## src/rtl/mips_mc_control.sv

```systemverilog
// Multi-cycle MIPS control FSM: sequences fetch/decode/execute/mem/wb,
// drives datapath strobes and muxes, traps on overflow and illegal ops.
//
// Ports: clk, rst_n (async active-low)
//   i_opcode/i_funct  : IR fields
//   i_zero/i_ovf      : ALU flags
//   i_mem_ready       : memory completes current access
//   o_alu_sel         : ALU operation
//   o_alu_src_a/b     : ALU operand muxes
//   o_imm_zext        : zero-extend immediate
//   o_pc_src/o_pc_we  : PC mux and write enable
//   o_iord            : memory address select
//   o_mem_rd/o_mem_we : memory strobes
//   o_ir_we/o_reg_we  : IR / regfile write enables
//   o_reg_dst         : rd vs rt
//   o_mem_to_reg      : MDR vs ALUOut
//   o_exc_ovf/o_exc_ill : trap pulses
package mips_sc_definitions_pkg;
  typedef enum logic [3:0] {
    ADD_ALU_Sel  = 4'd0,
    SUB_ALU_Sel  = 4'd1,
    AND_ALU_Sel  = 4'd2,
    OR_ALU_Sel   = 4'd3,
    XOR_ALU_Sel  = 4'd4,
    SLL_ALU_Sel  = 4'd5,
    SRL_ALU_Sel  = 4'd6,
    SLLV_ALU_Sel = 4'd7,
    SRLV_ALU_Sel = 4'd8,
    SRAV_ALU_Sel = 4'd9
  } alu_sel_t;
endpackage

module mips_mc_control
  import mips_sc_definitions_pkg::*;
#(
  parameter bit EXC_ON_OVF = 1'b1
) (
  input  logic       clk,
  input  logic       rst_n,
  input  logic [5:0] i_opcode,
  input  logic [5:0] i_funct,
  input  logic       i_zero,
  input  logic       i_ovf,
  input  logic       i_mem_ready,
  output alu_sel_t   o_alu_sel,
  output logic       o_alu_src_a,
  output logic [1:0] o_alu_src_b,
  output logic       o_imm_zext,
  output logic [1:0] o_pc_src,
  output logic       o_pc_we,
  output logic       o_iord,
  output logic       o_mem_rd,
  output logic       o_mem_we,
  output logic       o_ir_we,
  output logic       o_reg_we,
  output logic       o_reg_dst,
  output logic       o_mem_to_reg,
  output logic       o_exc_ovf,
  output logic       o_exc_ill
);

  typedef enum logic [3:0] {
    S_FETCH = 4'd0,
    S_DEC   = 4'd1,
    S_REX   = 4'd2,
    S_RWB   = 4'd3,
    S_IEX   = 4'd4,
    S_IWB   = 4'd5,
    S_MADR  = 4'd6,
    S_MRD   = 4'd7,
    S_MWB   = 4'd8,
    S_MWR   = 4'd9,
    S_BR    = 4'd10,
    S_JMP   = 4'd11,
    S_ILL   = 4'd12,
    S_EOVF  = 4'd13
  } state_t;

  state_t   r_state;
  state_t   w_nxt;
  logic     r_ovf_q;
  alu_sel_t w_r_sel;
  logic     w_r_legal;
  alu_sel_t w_i_sel;
  logic     w_is_r;
  logic     w_is_mem;
  logic     w_is_br;
  logic     w_is_imm;
  logic     w_is_j;
  logic     w_r_ovf_op;

  assign w_is_r   = (i_opcode == 6'h00);
  assign w_is_mem = (i_opcode == 6'h23) |
                    (i_opcode == 6'h2B);
  assign w_is_br  = (i_opcode == 6'h04) |
                    (i_opcode == 6'h05);
  assign w_is_imm = (i_opcode == 6'h08) |
                    (i_opcode == 6'h0C) |
                    (i_opcode == 6'h0D) |
                    (i_opcode == 6'h0E);
  assign w_is_j   = (i_opcode == 6'h02);

  assign w_r_ovf_op = (w_r_sel == ADD_ALU_Sel) |
                      (w_r_sel == SUB_ALU_Sel);

  always_comb begin
    w_r_sel   = ADD_ALU_Sel;
    w_r_legal = 1'b1;
    case (i_funct)
      6'h20:   w_r_sel = ADD_ALU_Sel;
      6'h22:   w_r_sel = SUB_ALU_Sel;
      6'h24:   w_r_sel = AND_ALU_Sel;
      6'h25:   w_r_sel = OR_ALU_Sel;
      6'h26:   w_r_sel = XOR_ALU_Sel;
      6'h00:   w_r_sel = SLL_ALU_Sel;
      6'h02:   w_r_sel = SRL_ALU_Sel;
      6'h04:   w_r_sel = SLLV_ALU_Sel;
      6'h06:   w_r_sel = SRLV_ALU_Sel;
      6'h07:   w_r_sel = SRAV_ALU_Sel;
      default: w_r_legal = 1'b0;
    endcase
  end

  always_comb begin
    w_i_sel = ADD_ALU_Sel;
    case (i_opcode)
      6'h0C:   w_i_sel = AND_ALU_Sel;
      6'h0D:   w_i_sel = OR_ALU_Sel;
      6'h0E:   w_i_sel = XOR_ALU_Sel;
      default: w_i_sel = ADD_ALU_Sel;
    endcase
  end

  always_ff @(posedge clk or negedge rst_n) begin
    if (!rst_n) begin
      r_state <= S_FETCH;
      r_ovf_q <= 1'b0;
    end else begin
      r_state <= w_nxt;
      case (r_state)
        S_REX:
          r_ovf_q <= EXC_ON_OVF & i_ovf & w_r_ovf_op;
        S_IEX:
          r_ovf_q <= EXC_ON_OVF & i_ovf &
                     (i_opcode == 6'h08);
        S_EOVF:
          r_ovf_q <= 1'b0;
        default:
          r_ovf_q <= r_ovf_q;
      endcase
    end
  end

  always_comb begin
    w_nxt = S_FETCH;
    case (r_state)
      S_FETCH:
        w_nxt = i_mem_ready ? S_DEC : S_FETCH;
      S_DEC: begin
        unique case (1'b1)
          w_is_r:
            w_nxt = w_r_legal ? S_REX : S_ILL;
          w_is_mem: w_nxt = S_MADR;
          w_is_br:  w_nxt = S_BR;
          w_is_imm: w_nxt = S_IEX;
          w_is_j:   w_nxt = S_JMP;
          default:  w_nxt = S_ILL;
        endcase
      end
      S_REX:  w_nxt = S_RWB;
      S_RWB:  w_nxt = r_ovf_q ? S_EOVF : S_FETCH;
      S_IEX:  w_nxt = S_IWB;
      S_IWB:  w_nxt = r_ovf_q ? S_EOVF : S_FETCH;
      S_MADR:
        w_nxt = (i_opcode == 6'h23) ? S_MRD : S_MWR;
      S_MRD:
        w_nxt = i_mem_ready ? S_MWB : S_MRD;
      S_MWB:  w_nxt = S_FETCH;
      S_MWR:
        w_nxt = i_mem_ready ? S_FETCH : S_MWR;
      default: w_nxt = S_FETCH;
    endcase
  end

  // Outputs are gated by rst_n so strobes drop the moment reset asserts.
  always_comb begin
    o_alu_sel    = ADD_ALU_Sel;
    o_alu_src_a  = 1'b0;
    o_alu_src_b  = 2'd0;
    o_imm_zext   = 1'b0;
    o_pc_src     = 2'd0;
    o_pc_we      = 1'b0;
    o_iord       = 1'b0;
    o_mem_rd     = 1'b0;
    o_mem_we     = 1'b0;
    o_ir_we      = 1'b0;
    o_reg_we     = 1'b0;
    o_reg_dst    = 1'b0;
    o_mem_to_reg = 1'b0;
    o_exc_ovf    = 1'b0;
    o_exc_ill    = 1'b0;
    if (rst_n) begin
      case (r_state)
        S_FETCH: begin
          o_mem_rd    = 1'b1;
          o_alu_src_b = 2'd1;
          o_ir_we     = i_mem_ready;
          o_pc_we     = i_mem_ready;
        end
        S_DEC: o_alu_src_b = 2'd3;
        S_REX: begin
          o_alu_src_a = 1'b1;
          o_alu_sel   = w_r_sel;
        end
        S_RWB: begin
          o_reg_dst = 1'b1;
          o_reg_we  = ~r_ovf_q;
        end
        S_IEX: begin
          o_alu_src_a = 1'b1;
          o_alu_src_b = 2'd2;
          o_imm_zext  = (i_opcode != 6'h08);
          o_alu_sel   = w_i_sel;
        end
        S_IWB: o_reg_we = ~r_ovf_q;
        S_MADR: begin
          o_alu_src_a = 1'b1;
          o_alu_src_b = 2'd2;
        end
        S_MRD: begin
          o_mem_rd = 1'b1;
          o_iord   = 1'b1;
        end
        S_MWB: begin
          o_mem_to_reg = 1'b1;
          o_reg_we     = 1'b1;
        end
        S_MWR: begin
          o_mem_we = 1'b1;
          o_iord   = 1'b1;
        end
        S_BR: begin
          o_alu_src_a = 1'b1;
          o_alu_sel   = SUB_ALU_Sel;
          o_pc_src    = 2'd1;
          o_pc_we     = (i_opcode == 6'h04) ?
                        i_zero : ~i_zero;
        end
        S_JMP: begin
          o_pc_src = 2'd2;
          o_pc_we  = 1'b1;
        end
        S_ILL: begin
          o_exc_ill = 1'b1;
          o_pc_src  = 2'd3;
          o_pc_we   = 1'b1;
        end
        S_EOVF: begin
          o_exc_ovf = 1'b1;
          o_pc_src  = 2'd3;
          o_pc_we   = 1'b1;
        end
        default: ;
      endcase
    end
  end

endmodule

```

## config.mk

```make
export PLATFORM = sky130hd
export DESIGN_NAME = mips_mc_control
export DESIGN_NICKNAME = d
export VERILOG_FILES = /design/src/rtl/mips_mc_control.sv
export SDC_FILE = /design/constraint.sdc
export NUM_CORES = 1
export LEC_CHECK = 0
export ABC_AREA = 1
export ABC_CLOCK_PERIOD_IN_PS = 1500
export CORE_MARGIN = 2
export CORE_UTILIZATION = 31
export CTS_CLUSTER_SIZE = 24
export DETAILED_ROUTE_END_ITERATION = 6
export PLACE_DENSITY = 0.59
export SYNTH_ARGS = -nofsm -noshare
export SYNTH_HDL_FRONTEND = slang
export SYNTH_SLANG_ARGS = --single-unit
```

## constraint.sdc

```tcl
create_clock -name clk -period 1.5 [get_ports clk]
set_clock_uncertainty 0.2 [all_clocks]
set_input_delay 0.15 -clock clk [delete_from_list [all_inputs] [get_ports clk]]
set_output_delay 0.15 -clock clk [all_outputs]
set_load 0.1 [all_outputs]
```

# Word level (Yosys, flattened, before mapping)
# Index checks and enable logic that the tools add are counted.
# classes
n_bitwise,10
n_mux,43
n_eq_ne,33
reduce_logical,13
# ops
operator,count
"== test 6 bit, second input constant",7
one-hot mux 4 bit (9 select lines),1
one-hot mux 4 bit (8 select lines),1
"== test 6 x 3 -> 1 bit, second input constant",5
2-to-1 mux 1 bit,25
"== test 4 bit, second input constant",6
"== test 6 x 4 -> 1 bit, second input constant",4
2-to-1 mux 4 bit,6
one-hot mux 4 bit (5 select lines),1
"== test 4 x 3 -> 1 bit, second input constant",4
"== test 6 x 2 -> 1 bit, second input constant",2
zero test 6 bit,2
one-hot mux 2 bit (3 select lines),2
one-hot mux 4 bit (3 select lines),1
OR reduction 10 bit,1
OR reduction 2 bit,5
one-hot mux 3 bit (3 select lines),1
"== test 4 x 1 -> 1 bit, second input constant",2
"== test 4 x 2 -> 1 bit, second input constant",2
zero test 4 bit,2
"!= test 6 x 4 -> 1 bit, second input constant",1
OR 1 bit,6
one-hot mux 1 bit (3 select lines),2
2-to-1 mux 2 bit,2
other kinds (6),8
# totals
output_inout_bits,20
wordCells,101
register_bits,5

# Longest topological paths before layout
# depth
ltp_word,6
mapped_depth,9
mapped_depth_nobuf,9

# Worst setup path after synthesis
# No wires, ideal clock.
# synth_timing
path_kind,register to output
start,register r_state[3]
end,output o_reg_we
path_stages_with_launch,6
path_slack_ps,-1874
path_buffers,0
arrival_ps,3024
cell_sequence,dfrtp_1 -> inv_2 -> nand2_2 -> nor2_1 -> a21oi_2 -> o32ai_1
# synth_via
elab_chain_len,4
word_cells_on_any_way,6
classes_between,eq/ne (3); mux (2); reduce/logical (1)
# synth_rtl
element,line,text
from (decl),79,state_t r_state;
from (signal assigned),139,r_state <= w_nxt;
== test 4 x 2 -> 1 bit or == test 4 x 3 -> 1 bit (tied branches),203,case (r_state)
OR reduction 2 bit (no source line),n/a,
one-hot mux 1 bit (2 select lines) *,203,
2-to-1 mux 1 bit *,202,if (rst_n) begin
to (decl),55,"output logic o_reg_we,"
# Mark *: on every way between the ends. The rest lies on a longest branch, timed or not.

# Worst setup path after layout
# layout_timing
start,register r_state[2]
end,output o_pc_we
# layout_via
elab_chain_len,4
word_cells_on_any_way,8
classes_between,eq/ne (4); mux (2); reduce/logical (2)
# layout_rtl
element,line,text
== test 4 bit,203,
OR reduction 3 bit (no source line),n/a,
one-hot mux 1 bit (3 select lines) *,203,
2-to-1 mux 1 bit *,202,
to (decl),50,"output logic o_pc_we,"
# Marked as above.

==> results.toml <==
[run_status]
status = "finished, violations left"
violations = "design-rule violations, negative setup slack"

[power_and_ir_drop]
p_leak_nw = 1.16
p_int_w = 0.00159
power_frac_comb = 0.872
sw_frac_of_total = 0.556
power_switching_w = 0.00199
power_density_nw_per_um2 = 1370
clkPwrFrac = 0.047
peakVddDrop_uv = 718
seqPwrFrac = 0.082

[clock_tree]
cts_made_buffers = 3
insertion_delay_ns = 0.25
cts.hold.buffers_added = 0
clk_pin_slew_worst_paths_ns = 0.05
clockBufferDepth = 2
cts_num_sinks = 5
cts_tree = "yes"
cts_root_buf = "clkbuf_4"
h-tree-depth = 1

[synthesis]
synth_flop_cell = "dfrtp_1"
seq_area_frac_synth = 0.134
synth_nets = 186
netlist_instances = 169
yosys-top-cells-count = "nand2_1 (30), nor2_1 (30), inv_1 (21)"
synth-async-reset-ratio = 1.00
synth_edf_count = 0
yosysUniqueCellTypes = 26
synth_area_leaders = "dfrtp_1 (13%), nand2_1 (12%), nor2_1 (12%)"
syn_avg_cell_area_um2 = 5.52
synth_area_um2 = 932
synth_top_area_cell = "dfrtp_1"
synth_seq_cells = 5
yosysTopAreaCellShare = 0.134
yosysWarnings = 0

[grt]
grt_max_degree = 14
grt_pass1_wl_um = 7600
grt_overflow = 0
antenna_found_initial = 0
grt_util_all_layers = 0.287
grt_pass1_vias = 1699

[critical_path]
slowest_stage = "dfrtp_1"
critPathMaxFanout = 3
critPathLaunchType = "flip-flop"
cp.arrival_ns = 1.78
path_cells = "buf_4 -> buf_6 -> nand2_2 -> nor2_2 -> inv_1 -> o21ai_2 -> nor2_1 -> a21oi_4 -> buf_12"
required_ns = 1.15
cpPeakStageDelay_ns = 0.42
worstSetupPathType = "flip-flop to output pin"
cp-end-kind = "output pin"

[cells_and_area]
syn_to_final_growth_pct = 179
fillerInstances = 103
drive_gt1_frac = 0.687
fin_area_um2 = 2610
n_antenna_cell = 0
nNetsFinal = 293

[die]
die-area_um2 = 3460
core.rowCount = 19
die_w_um = 58.8
coreArea_um2 = 2810
initial_core_util = 0.332
die_h_um = 58.8
io_pins = 37

[detailed_routing]
wirelength_um = 5920
antenna_left = 0
drc = 7
wl_per_cell_um = 19.3
drtIter0Drc = 112
vias_per_cell = 5.63
first_pass_iters = 6
num_vias = 1723

[sta]
hold_viol_final = 0
fin_crit_sh = 1.42
setup_violations = 25
rsz0062_at_grt = "yes"
finalCriticalPeriod_ns = 2.13
tightest_slew_ns = 0.296
fmax_mhz = 470
setup_slack_ns = -0.627
drv_slew = 0
relSlewSlack = 0.802

[run]
max_cap_viol_count = 0

[placed_design]
post-place-ws_ns = -0.628
hpwl_um = 3140
place_area_um2 = 2180
place.gp.congestion = 0.893
port-buffer-count = 36

[worst_hold_path]
hold_path.class = "input pin to asynchronous set/reset pin"
[sequential cells by signal, indices dropped and copies added (netlist names)]
name / flops
r_state: 4
r_ovf_q: 1
[layout by cell type, fill, tap and decap left out, types with 2 or more instances in the layout]
cell type / synthesis / layout
a21oi_2: 1 / 2
a21oi_4: 0 / 8
buf_12: 0 / 22
buf_4: 0 / 48
buf_6: 0 / 17
clkbuf_4: 0 / 3
clkdlybuf4s50_1: 0 / 13
dfrtp_1: 5 / 2
dfrtp_2: 0 / 3
dlygate4sd2_1: 0 / 3
inv_1: 21 / 13
inv_2: 11 / 14
inv_4: 0 / 5
nand2_1: 30 / 19
nand2_2: 5 / 10
nand2_4: 0 / 4
nand2_8: 0 / 2
nand3_1: 16 / 12
nand3_2: 0 / 3
nand3b_1: 2 / 2
nand4_1: 5 / 5
nor2_1: 30 / 12
nor2_2: 4 / 6
nor2_4: 5 / 21
nor3_4: 0 / 4
o21ai_1: 5 / 3
o21ai_2: 2 / 6
o21ai_4: 0 / 2
[routing by layer]
| layer | GRT usage | vias up | routed length, um |
|---|---|---|---|
| met3 | 0.0242 | 33 | 320 |
| met5 | 0 | - | 0 |
| li1 | - | 771 | - |
| met1 | 0.316 | 815 | 2150 |
| met4 | 0.117 | 0 | 283 |
| met2 | 0.556 | 104 | 3160 |
[power groups by stage]
stage	Clock [W]	Sequential [W]	Combinational (W)
global route	0.000189	0.000292	0.00321
global placement	0	0.000257	0.00231
floorplan	0	0.000267	0.00140
detailed placement	0	0.000260	0.00236
CTS	0.000159	0.000272	0.00273
finish	0.000167	0.000291	0.00311
[area by class of cell]
type / instances / area, um2 / area share
clock buffer: 4 / 26.3 / 0.0101
inverter: 32 / 133 / 0.0509
multi-input combinational: 131 / 1130 / 0.434
sequential: 5 / 129 / 0.0495
tap: 31 / 38.8 / 0.0149
timing repair buffer: 103 / 1150 / 0.441
[repair_timing]
item / 4_1_cts / 5_1_grt
setup buffers: 9 / 11
pin swaps: 21 / 17
hold endpoints to repair: 0 / 0
resized for setup: 61 / 27
setup endpoints to repair: 25 / 25
[worst paths after layout]
path / start / end / slack (ns) / cells after the start
setup / recovery: r_state[2] / o_pc_we / -0.63 / 9
hold / removal: rst_n / r_ovf_q / 0.08 / 2
setup reg to reg: r_state[1] / r_state[1] / -0.29 / 9
hold reg to reg: r_ovf_q / r_ovf_q / 0.51 / 2
max in group asynchronous: rst_n / r_state[1] / 0.87 / 2
min in group clk: i_mem_ready / r_state[3] / 0.45 / 4
[critical path: cells and delay by family, from the launching register on]
family                 cells  cell delay [ns]
buffers and inverters      4             0.53
AOI/OAI and AO/OA          2             0.20
and+or+nand+nor            3             0.37
DFF                        1             0.42
[per-stage QoR]
step | cells | utilization | hold slack, ns | total power [W] | TNS (ns)
2_1_floorplan | 169 | - | -0.346 | 0.00167 | -5.46
3_3_place_gp | 287 | 0.777 | 0.272 | 0.00257 | -5.87
3_5_place_dp | 287 | 0.777 | 0.284 | 0.00262 | -7.12
4_1_cts | 298 | 0.880 | 0.0532 | 0.00316 | -8.24
5_1_grt | 306 | 0.929 | 0.0616 | 0.00369 | -11.64
6_report | 306 | 0.929 | 0.0791 | 0.00357 | -10.43
[kinds of logic after synthesis]
logic type / synth area share
AO/OA/AOI/OAI: 0.188
buffers and inverters: 0.133
flip-flops: 0.134
AND/OR/NAND/NOR: 0.545
Power figures use the tool's default switching activity.
